==> config.mk <==
export PLATFORM = sky130hd
export DESIGN_NAME = gate_bist_ctrl
export DESIGN_NICKNAME = d
export VERILOG_FILES = /design/src/rtl/gate_bist_pkg.sv /design/src/rtl/gate_bist_timer.sv /design/src/rtl/gate_bist_ctrl.sv
export SDC_FILE = /design/constraint.sdc
export NUM_CORES = 1
export LEC_CHECK = 0
export ABC_AREA = 1
export CAP_MARGIN = 20
export CORE_AREA = 10 10 58 60
export DETAILED_ROUTE_END_ITERATION = 10
export DIE_AREA = 0 0 68 70
export PLACE_DENSITY_LB_ADDON = 0.1
export REMOVE_ABC_BUFFERS = 1
export SYNTH_ARGS = -nofsm -noshare
export SYNTH_HDL_FRONTEND = slang
export SYNTH_SLANG_ARGS = --single-unit
==> constraint.sdc <==
create_clock -name clk -period 1.8 [get_ports clk]
set_clock_uncertainty 0.05 [all_clocks]
set_input_delay 0.18 -clock clk [delete_from_list [all_inputs] [get_ports clk]]
set_output_delay 0.18 -clock clk [all_outputs]
set_load 0.1 [all_outputs]
==> src/rtl/gate_bist_pkg.sv <==
// Shared types and truth tables for the gate BIST sequencer.
package gate_bist_pkg;

    typedef enum logic [2:0] {
        IDLE,
        APPLY,
        SETTLE,
        CHECK,
        DONE
    } bist_state_t;

    localparam int SETTLE_W = 4;

    localparam logic [3:0] TT_OR2   = 4'b1110;
    localparam logic [3:0] TT_AND2  = 4'b1000;
    localparam logic [3:0] TT_XOR2  = 4'b0110;
    localparam logic [3:0] TT_NAND2 = 4'b0111;
    localparam logic [3:0] TT_NOR2  = 4'b0001;
    localparam logic [1:0] TT_NOT1  = 2'b01;

endpackage

==> src/rtl/gate_bist_timer.sv <==
// Loadable down-counter; expire flags the last wait cycle.
module gate_bist_timer
    import gate_bist_pkg::*;
#(
    parameter int W = SETTLE_W
) (
    input  logic         clk,
    input  logic         rst_n,
    input  logic         load,
    input  logic [W-1:0] load_val,
    output logic         expire
);

    localparam logic [W-1:0] ONE = 1;

    logic [W-1:0] cnt;

    always_ff @(posedge clk or negedge rst_n) begin
        if (!rst_n) begin
            cnt <= '0;
        end else if (load) begin
            cnt <= load_val;
        end else if (cnt != '0) begin
            cnt <= cnt - ONE;
        end
    end

    assign expire = (cnt == ONE);

endmodule

==> src/rtl/gate_bist_ctrl.sv <==
// BIST sequencer: walks every input vector through a gate and
// compares the settled output against an expected truth table.
module gate_bist_ctrl
    import gate_bist_pkg::*;
#(
    parameter int                    N_IN          = 2,
    parameter int                    SETTLE_CYCLES = 2,
    parameter logic [(1<<N_IN)-1:0]  EXPECT        = TT_OR2
) (
    input  logic            clk,
    input  logic            rst_n,
    input  logic            start,
    input  logic            abort,
    output logic [N_IN-1:0] gate_in,
    input  logic            gate_out,
    output logic            busy,
    output logic            done,
    output logic            pass,
    output logic [N_IN:0]   err_count,
    output logic            fail_valid,
    output logic [N_IN-1:0] first_fail_vec
);

    localparam logic [N_IN-1:0] VMAX    = '1;
    localparam logic [N_IN-1:0] VEC_ONE = 1;
    localparam logic [N_IN:0]   ERR_ONE = 1;

    bist_state_t     state, state_n;
    logic [N_IN-1:0] vec, vec_n;
    logic [N_IN-1:0] gate_in_n, ffv_n;
    logic [N_IN:0]   err_n;
    logic            busy_n, done_n, pass_n, fv_n;
    logic            t_load, t_exp, mism;

    gate_bist_timer #(.W(SETTLE_W)) u_timer (
        .clk      (clk),
        .rst_n    (rst_n),
        .load     (t_load),
        .load_val (SETTLE_W'(SETTLE_CYCLES)),
        .expire   (t_exp)
    );

    // Case-inequality so an unknown gate output is a mismatch
    assign mism = (gate_out !== EXPECT[vec]);

    always_ff @(posedge clk or negedge rst_n) begin
        if (!rst_n) begin
            state          <= IDLE;
            vec            <= '0;
            gate_in        <= '0;
            busy           <= 1'b0;
            done           <= 1'b0;
            pass           <= 1'b0;
            err_count      <= '0;
            fail_valid     <= 1'b0;
            first_fail_vec <= '0;
        end else begin
            state          <= state_n;
            vec            <= vec_n;
            gate_in        <= gate_in_n;
            busy           <= busy_n;
            done           <= done_n;
            pass           <= pass_n;
            err_count      <= err_n;
            fail_valid     <= fv_n;
            first_fail_vec <= ffv_n;
        end
    end

    always_comb begin
        state_n   = state;
        vec_n     = vec;
        gate_in_n = gate_in;
        busy_n    = busy;
        done_n    = done;
        pass_n    = pass;
        err_n     = err_count;
        fv_n      = fail_valid;
        ffv_n     = first_fail_vec;
        t_load    = 1'b0;

        // Abort beats every in-run action, including the final check
        if (busy && abort) begin
            state_n   = IDLE;
            gate_in_n = '0;
            busy_n    = 1'b0;
        end else begin
            case (state)
                IDLE, DONE: begin
                    if (start) begin
                        state_n = APPLY;
                        vec_n   = '0;
                        busy_n  = 1'b1;
                        done_n  = 1'b0;
                        pass_n  = 1'b0;
                        err_n   = '0;
                        fv_n    = 1'b0;
                        ffv_n   = '0;
                    end
                end
                APPLY: begin
                    gate_in_n = vec;
                    t_load    = 1'b1;
                    state_n   = (SETTLE_CYCLES == 0) ? CHECK : SETTLE;
                end
                SETTLE: begin
                    if (t_exp) state_n = CHECK;
                end
                CHECK: begin
                    if (mism) begin
                        err_n = err_count + ERR_ONE;
                        if (!fail_valid) begin
                            fv_n  = 1'b1;
                            ffv_n = vec;
                        end
                    end
                    if (vec == VMAX) begin
                        state_n = DONE;
                        busy_n  = 1'b0;
                        done_n  = 1'b1;
                        pass_n  = (err_n == '0);
                    end else begin
                        vec_n   = vec + VEC_ONE;
                        state_n = APPLY;
                    end
                end
                default: state_n = IDLE;
            endcase
        end
    end

endmodule

# After elaboration in Yosys (flattened, before gate mapping)
# Index checks and enable logic that the tools add are counted.
[classes]
bitwise_logic = 1
reduce_logical = 16
order_cmp = 1
eq_ne = 15
add_sub_neg = 3
muxes = 35
[op_table]
columns = ["cell", "n"]
rows = [
  ["two-way mux 3 bit", 8],
  ["two-way mux 2 bit", 6],
  ["one-hot mux 3 bit (4 select lines)", 1],
  ["AND reduction 4 bit", 3],
  ["two-way mux 1 bit", 10],
  ["!= test 2 bit, second input constant", 5],
  ["!= test 3 bit, second input constant", 3],
  ["two-way mux 4 bit", 2],
  ["one-hot mux 1 bit (2 select lines)", 4],
  ["one-hot mux 2 bit (2 select lines)", 2],
  ["equality test 3 x 2 -> 1 bit, second input constant", 2],
  ["zero test 3 bit", 2],
  ["one-hot mux 3 bit (2 select lines)", 1],
  ["AND reduction 3 bit", 2],
  ["nonzero test 2 bit", 3],
  ["AND reduction 5 bit", 1],
  ["equality test 4 x 1 -> 1 bit, second input constant", 1],
  ["nonzero test 4 bit", 1],
  ["subtractor 4 x 1 -> 4 bit, second input constant", 1],
  ["adder 3 x 1 -> 3 bit, second input constant", 1],
  ["equality test 3 x 1 -> 1 bit, second input constant", 1],
  ["equality test 3 bit, second input constant", 1],
  ["< comparator 2 x 3 -> 1 bit, second input constant", 1],
  ["nonzero test 3 bit", 1],
  ["8 further kinds", 8],
]
[word_totals]
out_inout_bits = 11
in_bits = 5
reg_bits = 20
word_cells = 81

# Longest topological paths before layout
[depth]
depth_word = 9
ltp_mapped = 9
depth_no_buf = 9

# Cells and area by module
# From an unflattened synthesis, not the netlist that was laid out.
[hier_totals]
hier_cells = 160
area_unflattened_um2 = 1216.2
[modules_own_cells]
columns = ["module", "n_inst", "cells_per_inst", "area_each_um2"]
rows = [
  ["gate_bist_ctrl", 1, 123, 924.6],
  ["gate_bist_timer", 1, 37, 291.5],
]

# Worst setup path after synthesis
# OpenSTA, ideal clock, no wires.
[synth_timing]
kind = "register -> register"
startpoint = "register busy"
endpoint = "register u_timer.cnt[1]"
slack_ns = -0.070
arrival_time_ns = 1.693
setup_time_ns = 0.127
path_stages_with_launch = 6
synth_period_minus_slack_ns = 1.870
path_buffers = 0
path_cell_list = "dfrtp_1 -> nand2_1 -> nand4_1 -> nand2_1 -> nand2_1 -> o21ai_0"
[synth_via]
elab_chain_cells = 3
[synth_lines]
columns = ["item", "line", "text"]
rows = [
  ["from (decl)", "gate_bist_ctrl.sv:16", "output logic busy,"],
  ["from (signal assigned)", "gate_bist_ctrl.sv:61", "busy <= busy_n;"],
  ["logical AND 1 bit *", "gate_bist_ctrl.sv:83", "if (busy && abort) begin"],
  ["two-way mux 1 bit *", "gate_bist_ctrl.sv:83", ""],
  ["two-way mux 4 bit / nonzero test 2 bit (equally long branches)", "--", ""],
  ["to (signal assigned)", "gate_bist_timer.sv:22", "cnt <= load_val;"],
  ["to (signal assigned)", "gate_bist_timer.sv:24", "cnt <= cnt - ONE;"],
  ["to (decl)", "gate_bist_timer.sv:16", "logic [W-1:0] cnt;"],
]
# Every way passes the cells marked *; elsewhere a longest branch is shown, timed or not.
# A chain may end at the register's enable or synchronous reset.

# Final worst setup path
[layout_timing]
startpoint = "register vec[0]"
endpoint = "register first_fail_vec[0]"
[layout_via]
elab_chain_cells = 5
[layout_lines]
columns = ["item", "line", "text"]
rows = [
  ["from (decl)", "gate_bist_ctrl.sv:29", "logic [N_IN-1:0] vec, vec_n;"],
  ["from (signal assigned)", "gate_bist_ctrl.sv:59", "vec <= vec_n;"],
  ["binary-select mux 1 bit (select 2 bit)", "gate_bist_ctrl.sv:44", "assign mism = (gate_out !== EXPECT[vec]);"],
  ["two-way mux 1 bit (not written as such)", "gate_bist_ctrl.sv:44", ""],
  ["!== test 1 bit", "gate_bist_ctrl.sv:44", ""],
  ["!= test 2 bit (no line)", "--", ""],
  ["AND reduction 5 bit (no line)", "--", ""],
  ["to (signal assigned)", "gate_bist_ctrl.sv:66", "first_fail_vec <= ffv_n;"],
  ["to (decl)", "gate_bist_ctrl.sv:21", "output logic [N_IN-1:0] first_fail_vec"],
]
# Several ways; a longest one is shown, not always the timed one. The select of a mux whose other input is x is not followed.

==> reports/qor.csv <==
metric;value;unit
final hold violations;0;
Yosys cell types;20;
Max Cap Viol;0;
die width;68;um
Synth-to-Final Area Change;16.7;%
Leak;0.723;nW
status;finished clean;
DP Worst Slack;0.132;ns
htree depth;1;
Critical Path End Type;register;
Final ANT Viol Nets;0;
fill count;225;
Final Max Tran Viols;0;
Hold Path Class;input pin to async pin;
Die Y-Extent;70;um
Tcrit/Tclk final;87.9;%
Top cell by count, worst path;nand2_1;
TritonRoute pass-1 iters;4;
global-route wire length before repair;4020;um
drt total wl;2270;um
met3 WL post-DR;132;um
gr usage total;10.3;%
Clock Power Share;9.0;%
Mean Syn Cell Area;7.92;um2
setup TNS;0;ns
root buf cell;clkbuf_4;
hold_ws;0.163;ns
final cell count without fillers;193;
initial DRC count;31;
IO Port Bufs;15;
via/cell ratio;4.89;
cts hold-fix bufs;0;
num rows;18;
RSZ-0062 raised after global routing;no;
Initial Utilization;48.7;%
drt wl/cell;11.8;um
Largest delay share family, worst path;flip-flops;
post-synthesis adder-cell area fraction;6.58;%
register area share after synthesis;43.9;%
Comb power frac;60.1;%
WL met1;1050;um
CP bufs+invs;2;
Max-Slew Margin vs Limit;79.1;%
top routing layer in use;met4;
Sw Pwr;1.24;mW
Worst VDD drop;0.997;mV
switch share;54.2;%
Max Clk Rate;0.632;GHz
CP arrival;1.73;ns
routed via count;943;
CTS Buf Count;3;
post-synth top area share;43.9;%
clk_lat worst skew;0.29;ns
clk slew on worst S/H paths;0.10;ns
wire length on met2;1060;um
synthesized instance count;144;
share of layout cells above drive strength 1;16.6;%
critical path required time;1.95;ns
CP max-delay cell;dfrtp_1;
RePlAce Congestion;0.843;
Pwr per Cell Area;1720;nW/um2
core area;2340;um2
Least-Margin Pin Slew;0.313;ns
io pins;16;
yosys warns;0;
maximum buffer depth of the clock tree;2;
sequential fraction of design power;30.9;%
n_diodes;0;
Yosys reg bits;20;
compound-cell area share of the yosys netlist;4.82;%
largest family of logic cells by synthesized area;simple AND/OR/NAND/NOR gates;
Worst Setup Path Type;register to register;
CTS tree;yes;
crit path time final;1.58;ns
placed cells;190;
Multi-input gate area;562;um2
max incr delay on CP;0.42;ns
crit-path max FO;4;
Total Nets Final;176;
antenna violations before repair;0;
clock sinks;20;
DRC;0;
die area;4760;um2
Setup WS post-layout;0.218;ns
dominant cells by area after synthesis;dfrtp_1, nand2_1, nand3_1, ha_1, inv_1;
Synth Area in Simple Gates;36.3;%
total internal power;1.05;mW
largest area contributor in the netlist;dfrtp_1;
Mapped Area;1140;um2
vias in the first global route;917;
gr ovfl total;0;
multiplexer area fraction after synthesis;0;%
final setup fails;0;
Storage cell area;500;um2
XOR/XNOR Fraction of Synth Area;1.54;%
Critical Path, Cell by Cell;inv_1 -> ha_1 -> inv_1 -> nand2_1 -> nand2_1 -> o21ai_1 -> nand2_2 -> nand2_1 -> nand2_1;
CP Launch Type;register;
largest net degree at the start of global routing;21;
Post-DP HPWL;1790;um
layout by cell type (no fill, tap or decap):
cell and n:
dfrtp_1 20, nand4_1 3, nor2_1 6, nand3_4 1
inv_2 1, nand2_4 1, nor3b_1 1, ha_1 6
o21ai_0 8, o21ai_1 2, nand2_1 43, nor2_8 1
a21oi_1 1, nor3_1 3, buf_4 12, inv_1 20
nor2_2 3, nand3_1 17, clkbuf_4 3, clkdlybuf4s50_1 4
nand2_2 4, xnor2_1 2, nor2_4 1
cells in the mapped netlist:
cell and n:
nand3_4 1, nor2_4 1, nand4_1 3, inv_2 1
inv_1 20, a21oi_1 1, xnor2_1 2, ha_1 6
nand2_4 1, dfrtp_1 20, nand2_1 43, nand2_2 4
nor3b_1 1, o21ai_1 1, nor2_1 6, nor3_1 3
nor2_2 3, nand3_1 17, o21ai_0 9, nor2_8 1
cell families after synthesis:
logic type	after synthesis
buf+inv	21
flops	20
fa+ha+maj	6
compound gates	11
simple gates	84
xor+xnor	2
worst paths after layout:
kind / to / cells after the start / startpoint / slack, ns
min in group clk: done / 2 / done / 0.43
max in group asynchronous: u_timer.cnt[2] / 2 / rst_n / 1.33
setup reg to reg: first_fail_vec[0] / 9 / vec[0] / 0.22
setup / recovery: first_fail_vec[0] / 9 / vec[0] / 0.22
hold reg to reg: done / 2 / done / 0.43
hold / removal: done / 2 / rst_n / 0.16
area by class of cell:
type / count / share of cell area [%]
multi-input combinational: 103 / 42.2
sequential: 20 / 37.6
timing repair buffer: 16 / 9.77
inverter: 21 / 5.92
tap: 30 / 2.82
clock buffer: 3 / 1.69
sequential cells by signal, summed over array words and instances (netlist names):
register,count
first_fail_vec,2
pass,1
busy,1
vec,2
done,1
gate_in,2
u_timer.cnt,4
state,3
err_count,3
fail_valid,1
power groups by stage:
stage / sequential (mW) / combinational (mW) / clock, mW
floorplan: 1.07 / 0.748 / 0
global placement: 0.714 / 1.37 / 0
detailed placement: 0.715 / 1.39 / 0
CTS: 0.707 / 1.39 / 0.219
global route: 0.733 / 1.53 / 0.237
finish: 0.707 / 1.38 / 0.207
layer usage:
metal	up-vias	GRT usage [%]
li1	498	-
met1	429	13.7
met2	12	15.6
met3	4	2.39
met4	0	3.36
met5	-	0
what timing repair did:
| item | in CTS | in global routing |
|---|---|---|
| gates resized for setup | 0 | 1 |
| setup endpoints to repair | 0 | 2 |
| buffers inserted | 0 | 0 |
metrics by stage:
step           util (%)  area (um2)  power (mW)
6_report           56.8        1330        2.29
3_5_place_dp       55.9        1310        2.10
4_1_cts            56.8        1330        2.32
3_3_place_gp       55.9        1310        2.09
2_1_floorplan         -        1140        1.82
5_1_grt            56.8        1330        2.50
(Power assumes the default switching activity.)
==> RTL edit (same flow settings) <==
`N_IN`: 2 -> 3.
--- a/src/rtl/gate_bist_ctrl.sv
+++ b/src/rtl/gate_bist_ctrl.sv
@@ -3,7 +3,7 @@
 module gate_bist_ctrl
     import gate_bist_pkg::*;
 #(
-    parameter int                    N_IN          = 2,
+    parameter int                    N_IN          = 3,
     parameter int                    SETTLE_CYCLES = 2,
     parameter logic [(1<<N_IN)-1:0]  EXPECT        = TT_OR2
 ) (
Interface: changed (resized err_count, first_fail_vec and gate_in); port bits go from 16 to 19. The function was not compared with the original's and may differ.
==> RTL edit against the unedited design <==
  * Sequential cell count up 4
  * Area after synthesis is 18% higher
  * Final area increased by 22%
  * Worst setup slack worse by 0.0058 ns
  * Utilization rose by 13 points
  * Wire length up 24%
  * Non-clock buffer count is 3 higher
  * Total power up 37%
  * Hold slack lost 0.013 ns
  * Largest cell class unchanged
  * Highest routed layer unchanged
==> RTL edit: results (changes against the unedited design) <==
Placement
  – Placed Instances: 205 (was 190)
  – GP Congestion: 0.872 (was 0.843)
  – IO Port Bufs: 18 (was 15)
  – DP Wirelength: 2240 um (was 1790 um)
  – Post-DP Area: 1570 um^2 (was 1310 um^2)
  – Dpl ws: 0.165 ns (was 0.132 ns)

Yosys
  – Largest cells by area after synthesis: dfrtp_1 45%, nand2_1 10%, nand3_1 6.3% (was dfrtp_1 44%, nand2_1 14%, nand3_1 7.5%)
  – Synthesized instance count: 156 (was 144)
  – Synth Area in Compound Gates: 0.0846 (was 0.0482)
  – Xor and xnor fraction of the mapped netlist area: 0.0195 (was 0.0154)
  – Part of the Yosys area used for sequential elements: 0.446 (was 0.439)
  – Post-synth cell types: 27 (was 20)
  – Fraction of the mapped netlist area in adder cells: 0.0558 (was 0.0658)

Clocking
  – Reg clk slew, reported paths: 0.13 ns (was 0.10 ns)
  – Later-pin clock latency in the skew report: 0.32 ns (was 0.29 ns)

Drt
  – WL per Instance: 13.5 um (was 11.8 um)
  – Met3 WL post-DR: 186 um (was 132 um)
  – Met1 wire length: 1170 um (was 1050 um)
  – First-iteration detailed-routing DRC count: 46 (was 31)
  – Routed wl met2: 1460 um (was 1060 um)
  – Drt via density: 5.31 (was 4.89)

Power
  – P_leak: 0.833 nW (was 0.723 nW)
  – VDD IR max: 1.13 mV (was 0.997 mV)

Worst setup path
  – Worst EP arrival: 1.81 ns (was 1.73 ns)
  – CP Max Fanout: 5 (was 4)
  – Largest stage delay on the critical path: 0.44 ns (was 0.42 ns)

Cells and area
  – Fill cells: 186 (was 225)
  – Largest regs: err_count x4, u_timer.cnt x4 (was u_timer.cnt x4, err_count x3, state x3)
  – Fraction of layout instances using a drive strength above 1: 0.240 (was 0.166)

Global routing
  – Met2 usage: 0.214 (was 0.156)
  – Met1 Track Usage GR: 0.150 (was 0.137)
  – Number of global-route vias before repair: 1152 (was 917)
  – Routing usage on met3: 0.0367 (was 0.0239)

Run status
  – Outcome: finished, final reports clean (unchanged)
==> RTL edit: changes by cell type in the layout (fill, tap and decap cells not counted), sizes merged, moves of 2 or more <==
cell | unedited run | this run
nand4 | 3 | 1
a31oi | 0 | 2
nor2 | 11 | 15
a21oi | 1 | 4
inv | 21 | 17
dfrtp | 20 | 24
buf | 12 | 15
==> RTL edit: power breakdown <==
part	switching, mW	total, mW	leakage (nW)	internal [mW]
sequential	0.198	0.908	0.316	0.709
clock	0.166	0.391	0.0279	0.225
combinational	1.30	1.84	0.489	0.542
total	1.66	3.14	0.833	1.48
==> RTL edit: final timing paths <==
path / slack, ns / end
setup / recovery: 0.21 / first_fail_vec[0]
max in group asynchronous: 1.31 / gate_in[1]
setup reg to reg: 0.21 / first_fail_vec[0]
hold / removal: 0.15 / pass
hold reg to reg: 0.44 / first_fail_vec[1]
min in group clk: 0.44 / first_fail_vec[1]
==> RTL edit: worst register-to-register path, delay by kind of cell, from the launching register on <==
kind	cells	cell delay, ns
AOI/OAI and AO/OA	2	0.36
DFF	1	0.44
buffers and inverters	2	0.16
and+or+nand+nor	4	0.29
adders and majority gates	1	0.26
==> RTL edit: kinds of logic (layout without fill, tap and decap cells) <==
| group | Yosys count | count (layout) |
|---|---|---|
| adders and majority gates | 6 | 6 |
| buffers and inverters | 18 | 41 |
| AOI/OAI and AO/OA | 18 | 18 |
| and+or+nand+nor | 87 | 87 |
| xor gates and xnor gates | 3 | 3 |
| DFF | 24 | 24 |
==> RTL edit: layout make-up <==
class / instances / area [um^2] / share of cell area
repair buffers: 19 / 190 / 0.117
multi-input cells: 114 / 666 / 0.409
well taps: 30 / 37.5 / 0.0231
clock buffers: 3 / 22.5 / 0.0138
clock inverters: 1 / 30.0 / 0.0185
inverters: 18 / 80.1 / 0.0492
flip-flops and latches: 24 / 601 / 0.369
